==> config.mk <==
export PLATFORM = sky130hd
export DESIGN_NAME = bdb_button_debouncer
export DESIGN_NICKNAME = d
export VERILOG_FILES = /design/src/rtl/bdb_pkg.sv /design/src/rtl/bdb_synchronizer.sv /design/src/rtl/bdb_button_debouncer.sv
export SDC_FILE = /design/constraint.sdc
export NUM_CORES = 1
export LEC_CHECK = 0
export CORE_MARGIN = 2
export CORE_UTILIZATION = 45
export CTS_CLUSTER_SIZE = 30
export DETAILED_ROUTE_END_ITERATION = 6
export MAX_ROUTING_LAYER = met4
export PLACE_DENSITY = 0.67
export SLEW_MARGIN = 10
export SYNTH_ARGS = -nofsm -noshare
export SYNTH_HDL_FRONTEND = slang
export SYNTH_SLANG_ARGS = --single-unit
==> constraint.sdc <==
create_clock -name clock -period 4 [get_ports clock]
set_input_delay 0.6 -clock clock [delete_from_list [all_inputs] [get_ports clock]]
set_output_delay 0.6 -clock clock [all_outputs]
set_load 0.03 [all_outputs]
==> src/rtl/bdb_pkg.sv <==
//------------------------------------------------------------------------------
// Module   : bdb_pkg
// Purpose  : Shared types and helpers for the button debouncer front end.
//            - bdb_state_t   : debouncer FSM state encoding
//            - bdb_cnt_width : width of the stability counter for a given
//                              debounce length
// Revision : 1.0 - initial release
//------------------------------------------------------------------------------
`default_nettype none

package bdb_pkg;

  typedef enum logic [1:0] {
    IDLE         = 2'd0,
    PRESS_WAIT   = 2'd1,
    PRESSED      = 2'd2,
    RELEASE_WAIT = 2'd3
  } bdb_state_t;

  // Stability counter must hold DEBOUNCE_CYCLES-1; never narrower than 1 bit.
  function automatic int bdb_cnt_width(input int cycles);
    return (cycles <= 2) ? 1 : $clog2(cycles);
  endfunction

endpackage : bdb_pkg

`default_nettype wire

==> src/rtl/bdb_synchronizer.sv <==
//------------------------------------------------------------------------------
// Module   : bdb_synchronizer
// Purpose  : Two-flop synchronizer for a single asynchronous level.
// Ports    : clock - sampling clock (rising edge)
//            reset - asynchronous active-low reset, loads RESET_VALUE
//            d     - asynchronous input level
//            q     - synchronized level (two clock stages of latency)
// Revision : 1.0 - initial release
//------------------------------------------------------------------------------
`default_nettype none

module bdb_synchronizer #(
  parameter logic RESET_VALUE = 1'b0
) (
  input  logic clock,
  input  logic reset,
  input  logic d,
  output logic q
);

  logic meta_d, meta_q;
  logic sync_d, sync_q;

  always_comb begin
    meta_d = d;
    sync_d = meta_q;
  end

  always_ff @(posedge clock or negedge reset) begin
    if (!reset) begin
      meta_q <= RESET_VALUE;
      sync_q <= RESET_VALUE;
    end else begin
      meta_q <= meta_d;
      sync_q <= sync_d;
    end
  end

  assign q = sync_q;

endmodule : bdb_synchronizer

`default_nettype wire

==> src/rtl/bdb_button_debouncer.sv <==
//------------------------------------------------------------------------------
// Module   : bdb_button_debouncer
// Purpose  : Synchronizes a raw bouncing push-button, qualifies presses and
//            releases with a stability counter, and emits one-cycle strobes
//            plus a running press count.
// Ports    : clock        - sole clock, rising edge
//            reset        - asynchronous active-low reset
//            button       - raw asynchronous button level
//            countClear   - synchronous clear of pressCount
//            pressPulse   - one-cycle strobe per accepted press
//            releasePulse - one-cycle strobe per accepted release
//            pressed      - debounced level
//            pressCount   - accepted presses modulo 2^COUNT_WIDTH
// Revision : 1.0 - initial release
//------------------------------------------------------------------------------
`default_nettype none

module bdb_button_debouncer
  import bdb_pkg::*;
#(
  parameter int DEBOUNCE_CYCLES   = 16,  // legal range >= 2
  parameter int COUNT_WIDTH       = 8,
  parameter bit BUTTON_ACTIVE_LOW = 1'b1
) (
  input  logic                   clock,
  input  logic                   reset,
  input  logic                   button,
  input  logic                   countClear,
  output logic                   pressPulse,
  output logic                   releasePulse,
  output logic                   pressed,
  output logic [COUNT_WIDTH-1:0] pressCount
);

  localparam int                     STAB_W     = bdb_cnt_width(DEBOUNCE_CYCLES);
  localparam logic [STAB_W-1:0]      STAB_LAST  = STAB_W'(DEBOUNCE_CYCLES - 1);
  localparam logic [STAB_W-1:0]      STAB_ONE   = STAB_W'(1);
  localparam logic [COUNT_WIDTH-1:0] COUNT_ONE  = COUNT_WIDTH'(1);

  // Normalize to active-high before synchronizing so the synchronizer's
  // reset value of 0 always means "not pressed".
  logic w_btn_level;
  logic btn_s;

  assign w_btn_level = button ^ BUTTON_ACTIVE_LOW;

  bdb_synchronizer #(
    .RESET_VALUE (1'b0)
  ) u_sync (
    .clock (clock),
    .reset (reset),
    .d     (w_btn_level),
    .q     (btn_s)
  );

  bdb_state_t                state_d, state_q;
  logic [STAB_W-1:0]         stab_cnt_d, stab_cnt_q;
  logic                      press_pulse_d, press_pulse_q;
  logic                      release_pulse_d, release_pulse_q;
  logic                      pressed_d, pressed_q;
  logic [COUNT_WIDTH-1:0]    press_count_d, press_count_q;

  always_ff @(posedge clock or negedge reset) begin
    if (!reset) begin
      state_q         <= IDLE;
      stab_cnt_q      <= '0;
      press_pulse_q   <= 1'b0;
      release_pulse_q <= 1'b0;
      pressed_q       <= 1'b0;
      press_count_q   <= '0;
    end else begin
      state_q         <= state_d;
      stab_cnt_q      <= stab_cnt_d;
      press_pulse_q   <= press_pulse_d;
      release_pulse_q <= release_pulse_d;
      pressed_q       <= pressed_d;
      press_count_q   <= press_count_d;
    end
  end

  // Next-state logic. The stability counter is zeroed on every transition so
  // each WAIT state starts counting from a clean 0.
  always_comb begin
    state_d         = state_q;
    stab_cnt_d      = stab_cnt_q;
    press_pulse_d   = 1'b0;
    release_pulse_d = 1'b0;

    case (state_q)
      IDLE: begin
        if (btn_s) begin
          state_d    = PRESS_WAIT;
          stab_cnt_d = '0;
        end
      end

      PRESS_WAIT: begin
        if (!btn_s) begin
          state_d    = IDLE;
          stab_cnt_d = '0;
        end else if (stab_cnt_q == STAB_LAST) begin
          state_d       = PRESSED;
          stab_cnt_d    = '0;
          press_pulse_d = 1'b1;
        end else begin
          stab_cnt_d = stab_cnt_q + STAB_ONE;
        end
      end

      PRESSED: begin
        if (!btn_s) begin
          state_d    = RELEASE_WAIT;
          stab_cnt_d = '0;
        end
      end

      RELEASE_WAIT: begin
        if (btn_s) begin
          state_d    = PRESSED;
          stab_cnt_d = '0;
        end else if (stab_cnt_q == STAB_LAST) begin
          state_d         = IDLE;
          stab_cnt_d      = '0;
          release_pulse_d = 1'b1;
        end else begin
          stab_cnt_d = stab_cnt_q + STAB_ONE;
        end
      end

      default: begin
        state_d    = IDLE;
        stab_cnt_d = '0;
      end
    endcase
  end

  // Registered debounced level tracks the next state so it moves on the same
  // edge as the corresponding strobe.
  always_comb begin
    pressed_d = (state_d == PRESSED) || (state_d == RELEASE_WAIT);
  end

  // Clear takes priority, then an accepted press counts on top of it, so a
  // coincident clear and press leaves the count at 1.
  always_comb begin
    press_count_d = countClear ? '0 : press_count_q;
    if (press_pulse_d) begin
      press_count_d = press_count_d + COUNT_ONE;
    end
  end

  assign pressPulse   = press_pulse_q;
  assign releasePulse = release_pulse_q;
  assign pressed      = pressed_q;
  assign pressCount   = press_count_q;

endmodule : bdb_button_debouncer

`default_nettype wire

==> flow_metrics.py, run 1 <==
metrics = {
    "run_status": {
        "run_status": "completed",
    },
    "sta": {
        "setup_violations": 0,
        "finalSetupTns_ns": 0,
        "grt_setup_unrepaired": "no",
        "hold_ws_ns": 0.372,
        "slew_headroom": 0.460,
        "worstMarginPinSlew_ns": 0.807,
        "fin_skew_ns": 0.00106,
        "max_freq_mhz": 459,
        "drv_slew": 0,
        "setup_ws_ns": 1.82,
        "finalHoldViolCount": 0,
        "fin_crit_sh": 0.544,
        "period_needed_ns": 2.18,
    },
    "logic_synthesis": {
        "synth_fa_ha_area_frac": 0.0260,
        "synth_cells": 82,
        "synth_xor_area_frac": 0.0637,
        "ys_warn_count": 0,
        "muxShareOfSynthArea": 0.0351,
        "yosysSeqAreaShare": 0.494,
        "synthSimpleGateAreaFrac": 0.272,
        "synth_top_family_by_area": "simple AND/OR/NAND/NOR gates",
        "synth-compound-area-share": 0.0715,
        "synth.distinct_cells": 32,
        "mappedNetlistArea_um2": 962,
        "postSynthAreaPerCell_um2": 11.7,
        "syn_nets": 88,
        "ys_ff_latch": 19,
    },
    "routing": {
        "top_layer_used": "met4",
        "vias": 653,
        "via_per_inst": 5.31,
        "met1Wirelength_um": 789,
        "met3_wirelength_um": 66,
        "routed_wl_um": 1610,
        "wire_per_inst_um": 13.0,
        "antenna_left": 0,
        "drc": 0,
        "wl_met2_um": 740,
        "dr.pass1.iters": 4,
        "drtIter0Drc": 9,
    },
    "grt": {
        "grt_max_degree": 20,
        "grt_use_total": 0.153,
        "grt_overflow": 0,
        "grt_antenna_before_repair": 0,
        "grt_pass1_vias": 613,
        "grt_pass1_wl_um": 2860,
    },
    "worst_hold_path": {
        "hp-start": "u_sync.meta_q$_DFF_PN0_",
        "hold-path-endpoint": "u_sync.q$_DFF_PN0_",
        "hold_depth": 0,
        "hold_class": "reg2reg",
    },
    "floorplan": {
        "coreArea_um2": 1980,
        "start_util": 0.485,
        "ios": 15,
        "die_area_um2": 2520,
        "rows": 16,
        "die_w_um": 50.2,
        "dieHeight_um": 50.2,
    },
    "clock_network": {
        "clockBufferDepth": 2,
        "cts_buffers": 3,
        "cts-htree-levels": 1,
        "cts_sinks": 19,
        "cts_hold_buffers": 0,
        "clock_latency_ns": 0.29,
        "cts_tree": "yes",
        "clk_pin_slew_ns": 0.11,
        "post-cts-setup-buffers": 0,
        "ctsResizeCount": 0,
        "cts_root_buf": "clkbuf_4",
    },
    "critical_path": {
        "required_ns": 4.22,
        "crit_path_max_fanout": 9,
        "max_stage_delay_ns": 0.54,
        "critical_path_arrival_ns": 2.40,
        "cp_slowest_cell": "clkdlybuf4s50_1",
        "critPathCaptureType": "register",
        "rr_startpoint": "stab_cnt_q[0]$_DFFE_PN0P_",
        "worst_setup_path_start_kind": "input pin",
        "r2r-end": "pressCount[3]$_DFF_PN0_",
        "r2r.worst_path.cells": 4,
        "critPathKind": "in2reg",
        "worstPathCellList": "clkdlybuf4s50_1 -> nor2b_1 -> ha_1 -> nand3b_1 -> or4_1 -> a21oi_1",
        "ff2ff_setup_slack_ns": 2.03,
    },
    "placed_design": {
        "dp_slack_ns": 1.54,
        "gp_congestion": 0.812,
        "hpwlAfterDp_um": 1150,
        "port_buffers": 14,
    },
    "layout": {
        "num_antenna_cells": 0,
        "syn2layout_area_growth_pct": 17.8,
        "drive_gt1_frac": 0.115,
        "nets": 103,
        "n_fill_cell": 166,
    },
    "power": {
        "leakagePower_nw": 0.522,
        "ir_drop_mv": 0.206,
        "total_power_mw": 0.311,
        "p_per_area_nw_per_um2": 274,
    },
    "run": {
        "cap_viol_max_count": 0,
    },
}
-- critical path: cells and delay by family --
kind            cells  cell delay, ns
compound gates      1            0.15
fa+ha+maj           1            0.18
buf+inv             1            0.54
simple gates        3            0.92
-- synthesized netlist by cell type --
library cell / instances / area [um2]
xnor2_1: 4 / 35.0
nand3b_4: 1 / 20.0
o31ai_1: 3 / 22.5
and2_1: 1 / 6.26
a21oi_1: 3 / 15.0
mux2_2: 3 / 33.8
ha_1: 2 / 25.0
and4b_1: 1 / 10.0
nor4_4: 1 / 21.3
o22ai_1: 2 / 12.5
nand4_2: 1 / 12.5
a311oi_1: 1 / 8.76
nor3b_2: 1 / 12.5
nand4b_1: 1 / 8.76
nand3_1: 3 / 15.0
dfrtp_1: 19 / 475
nand4_1: 1 / 6.26
nand2_1: 8 / 30.0
xor2_1: 3 / 26.3
inv_1: 2 / 7.51
buf_2: 2 / 10.0
nand2b_1: 3 / 18.8
nor2b_1: 2 / 12.5
buf_4: 1 / 7.51
o21ai_0: 2 / 10.0
nor2_1: 1 / 3.75
buf_6: 1 / 11.3
nor3b_1: 1 / 7.51
and2b_1: 1 / 7.51
nor4b_4: 1 / 23.8
or4_1: 3 / 22.5
nand3b_1: 3 / 22.5
-- worst max-delay path by stage --
stage                            startpoint                       to  slack [ns]  depth (start not counted)
finish                           countClear  pressCount[4]$_DFF_PN0_        1.82                          6
global route                     countClear  pressCount[4]$_DFF_PN0_        1.73                          6
CTS                              countClear  pressCount[4]$_DFF_PN0_        1.86                          6
detailed placement               countClear  pressCount[4]$_DFF_PN0_        1.54                          6
floorplan           pressCount[0]$_DFF_PN0_  pressCount[6]$_DFF_PN0_        2.25                          5
global placement                 countClear  pressCount[6]$_DFF_PN0_        1.57                          6
-- per-layer routing --
layer,vias up,track usage
met5,-,-
met4,0,0.0556
met3,2,0.0268
met2,14,0.208
met1,318,0.229
li1,319,-
-- report_power, final --
group / switching (mW) / total (mW) / leakage, nW / internal [mW]
Combinational: 0.00806 / 0.0149 / 0.250 / 0.00680
Sequential: 0.00481 / 0.200 / 0.257 / 0.195
Clock: 0.0570 / 0.0957 / 0.0150 / 0.0387
Total: 0.0699 / 0.311 / 0.522 / 0.241
-- through the flow --
| step | util | std cells | instance area, um2 |
|---|---|---|---|
| final | 0.572 | 123 | 1130 |
| after global routing | 0.572 | 123 | 1130 |
| after CTS | 0.572 | 123 | 1130 |
| after detailed placement | 0.559 | 119 | 1110 |
| after global placement | 0.559 | 119 | 1110 |
| after floorplan | - | 82 | 962 |
-- layout by cell type (no fill, tap or decap), types with 2 or more instances in the layout --
| cell | Yosys | final |
|---|---|---|
| xnor2_1 | 4 | 4 |
| ha_1 | 2 | 2 |
| o22ai_1 | 2 | 2 |
| clkdlybuf4s50_1 | 0 | 14 |
| xor2_1 | 3 | 3 |
| nand3_1 | 3 | 3 |
| mux2_2 | 3 | 3 |
| inv_1 | 2 | 2 |
| nand2_1 | 8 | 8 |
| clkbuf_4 | 0 | 3 |
| dfrtp_1 | 19 | 19 |
| nand2b_1 | 3 | 3 |
| or4_1 | 3 | 3 |
| o31ai_1 | 3 | 3 |
| nand3b_1 | 3 | 3 |
| a21oi_1 | 3 | 3 |
| nor2b_1 | 2 | 2 |
| o21ai_0 | 2 | 2 |
-- flip-flops by register name, indices dropped and copies added, names as in the netlist --
register,count
pressPulse,1
releasePulse,1
pressed,1
pressCount,8
stab_cnt_q,4
u_sync.q,1
u_sync.meta_q,1
state_q,2
-- cell type report --
type,instances,area [um2],area share
Sequential cell,19,475,0.419
Multi-Input combinational cell,57,450,0.397
Timing Repair Buffer,14,140,0.124
Tap cell,27,33.8,0.0298
Clock buffer,4,26.3,0.0232
Inverter,2,7.51,0.00662
-- logic make-up after synthesis --
| family | Yosys count |
|---|---|
| xor gates and xnor gates | 7 |
| and+or+nand+nor | 34 |
| AOI/OAI and AO/OA | 11 |
| muxes | 3 |
| DFF | 19 |
| buffers and inverters | 6 |
| adders and majority gates | 2 |
Power figures use the tool's default switching activity.
==> run 2, diff against run 1 <==
--- a/config.mk
+++ b/config.mk
@@ -10,7 +10,7 @@
 export CTS_CLUSTER_SIZE = 30
 export DETAILED_ROUTE_END_ITERATION = 6
 export MAX_ROUTING_LAYER = met4
-export PLACE_DENSITY = 0.67
+export PLACE_DENSITY = 0.69
 export SLEW_MARGIN = 10
 export SYNTH_ARGS = -nofsm -noshare
 export SYNTH_HDL_FRONTEND = slang
==> constraint.sdc (replaced) <==
create_clock -name clock -period 1.8 [get_ports clock]
set_input_delay 0.27 -clock clock [delete_from_list [all_inputs] [get_ports clock]]
set_output_delay 0.27 -clock clock [all_outputs]
set_load 0.03 [all_outputs]
==> run 2 against run 1 <==
Sequential share of layout area is 2.4 points lower. Critical path depth is 5 lower. Die area is the same. First-iteration DRC count grew 11%. Critical path type is now reg2out. Highest routed layer unchanged.
==> flow_metrics.py, run 2 (synthesized netlist as in run 1, its figures left out) <==
metrics = {
    "sta": {
        "setup_ws_ns": 0.0668,
        "grt_setup_unrepaired": "no",
        "setup_violations": 0,
        "fin_skew_ns": 0.00362,
        "hold_ws_ns": 0.293,
        "fin_crit_sh": 0.963,
        "max_freq_mhz": 577,
        "finalHoldViolCount": 0,
        "slew_headroom": 0.731,
        "worstMarginPinSlew_ns": 0.400,
        "finalSetupTns_ns": 0,
        "period_needed_ns": 1.73,
        "drv_slew": 0,
    },
    "critical_path": {
        "critPathLaunch": "pressCount[3]$_DFF_PN0_",
        "critPathBufInv": 1,
        "crit_path_max_fanout": 6,
        "cpLargestDelayFamily": "buffers and inverters",
        "critPathKind": "reg2out",
        "critPathCaptureType": "primary output",
        "required_ns": 1.53,
        "ff2ff_setup_slack_ns": 0.11,
        "worst_setup_path_start_kind": "register",
        "endpoint": "pressCount[3]",
        "critical_path_arrival_ns": 1.46,
        "rr_startpoint": "stab_cnt_q[0]$_DFFE_PN0P_",
        "worstPathCellList": "clkdlybuf4s50_1",
        "max_stage_delay_ns": 0.71,
        "r2r-end": "pressCount[3]$_DFF_PN0_",
        "r2r.worst_path.cells": 4,
        "cp_slowest_cell": "clkdlybuf4s50_1",
        "path_depth": 1,
    },
    "grt": {
        "grt_overflow": 0,
        "grt_pass1_wl_um": 2860,
        "grt_pass1_vias": 671,
        "grt_antenna_before_repair": 0,
        "grt_max_degree": 20,
        "grt_use_total": 0.153,
    },
    "routing": {
        "antenna_left": 0,
        "routed_wl_um": 1700,
        "dr.pass1.iters": 4,
        "vias": 676,
        "drc": 0,
        "via_per_inst": 5.16,
        "drtIter0Drc": 10,
        "wire_per_inst_um": 13.0,
    },
    "power": {
        "ir_drop_mv": 0.516,
        "switching_share": 0.237,
        "power.internal_mw": 0.534,
        "power_switching_mw": 0.166,
        "p_per_area_nw_per_um2": 582,
        "p_clk_frac": 0.313,
        "p_seq_frac": 0.635,
        "power_frac_comb": 0.052,
        "leakagePower_nw": 0.556,
    },
    "clock_network": {
        "cts_buffers": 3,
        "cts_hold_buffers": 0,
        "cts-htree-levels": 1,
        "ctsResizeCount": 0,
        "clk_pin_slew_ns": 0.11,
        "cts_sinks": 19,
        "post-cts-setup-buffers": 0,
        "cts_root_buf": "clkbuf_4",
        "clockBufferDepth": 2,
        "clock_latency_ns": 0.29,
        "cts_tree": "yes",
    },
    "worst_hold_path": {
        "hold_class": "in2async",
    },
    "layout": {
        "num_antenna_cells": 0,
        "stdcell_count": 131,
        "final_common_cell": "dfrtp_1",
        "largest_register_ffs": 8,
        "fin_util": 0.607,
        "layout_common_cells": "dfrtp_1, clkdlybuf4s50_1, nand2_1, buf_4, xnor2_1",
        "syn2layout_area_growth_pct": 25.1,
        "nets": 111,
        "drive_gt1_frac": 0.192,
    },
    "floorplan": {
        "coreArea_um2": 1980,
        "rows": 16,
        "start_util": 0.485,
        "ios": 15,
        "die_area_um2": 2520,
        "dieHeight_um": 50.2,
        "die_w_um": 50.2,
    },
    "placed_design": {
        "port_buffers": 14,
        "hpwlAfterDp_um": 1250,
        "dp_slack_ns": -0.114,
        "gp_congestion": 0.786,
        "dp_cells": 127,
    },
    "run_status": {
        "run_status": "completed",
    },
    "run": {
        "cap_viol_max_count": 0,
    },
}
[run 2: cell count changes in the layout (fill, tap and decap cells not counted), sizes merged]
cell    before  now
buf          0    8
clkbuf       4    3
clkinv       0    1
[run 2: worst min path at each step]
stage,from,endpoint,slack (ns),depth (start not counted)
after floorplan,reset,pressCount[0]$_DFF_PN0_,-0.03,0
after global placement,u_sync.meta_q$_DFF_PN0_,u_sync.q$_DFF_PN0_,0.33,0
after detailed placement,u_sync.meta_q$_DFF_PN0_,u_sync.q$_DFF_PN0_,0.34,0
after CTS,reset,pressCount[7]$_DFF_PN0_,0.30,2
after global routing,reset,pressCount[7]$_DFF_PN0_,0.33,2
final,reset,pressCount[7]$_DFF_PN0_,0.29,2
[run 2: metal layers]
metal  vias to the layer above  wire length [um]  global-route usage
li1                        341                 -                   -
met1                       324               854               0.201
met2                         9               798               0.226
met3                         2                32              0.0208
met4                         0                12              0.0880
met5                         -                 0                   -
[run 2: power by group through the flow]
stage | registers (mW) | clock network [mW] | logic, mW
final | 0.445 | 0.219 | 0.0364
after global routing | 0.447 | 0.240 | 0.0422
after CTS | 0.444 | 0.226 | 0.0375
after detailed placement | 0.453 | 0 | 0.0375
after global placement | 0.452 | 0 | 0.0368
after floorplan | 0.446 | 0 | 0.0211
[run 2: per-stage QoR]
stage | total power, mW | area (um2)
4_1_cts | 0.708 | 1190
3_3_place_gp | 0.489 | 1170
6_report | 0.700 | 1200
2_1_floorplan | 0.467 | 962
3_5_place_dp | 0.490 | 1170
5_1_grt | 0.729 | 1200
[run 2: area by class of cell]
cell class | count | area, um2
fill | 156 | 778
sequential | 19 | 475
multi-input combinational | 57 | 459
timing repair buffer | 22 | 200
tap | 27 | 33.8
clock buffer | 3 | 22.5
inverter | 2 | 7.51
clock inverter | 1 | 5.00
==> run 3, diff against run 2 <==
--- a/config.mk
+++ b/config.mk
@@ -9,6 +9,7 @@
 export CORE_UTILIZATION = 45
 export CTS_CLUSTER_SIZE = 30
 export DETAILED_ROUTE_END_ITERATION = 6
+export HOLD_SLACK_MARGIN = 0.05
 export MAX_ROUTING_LAYER = met4
 export PLACE_DENSITY = 0.69
 export SLEW_MARGIN = 10
==> results of run 3 <==
The final DEF is identical to that of run 2; final timing and power are the same.
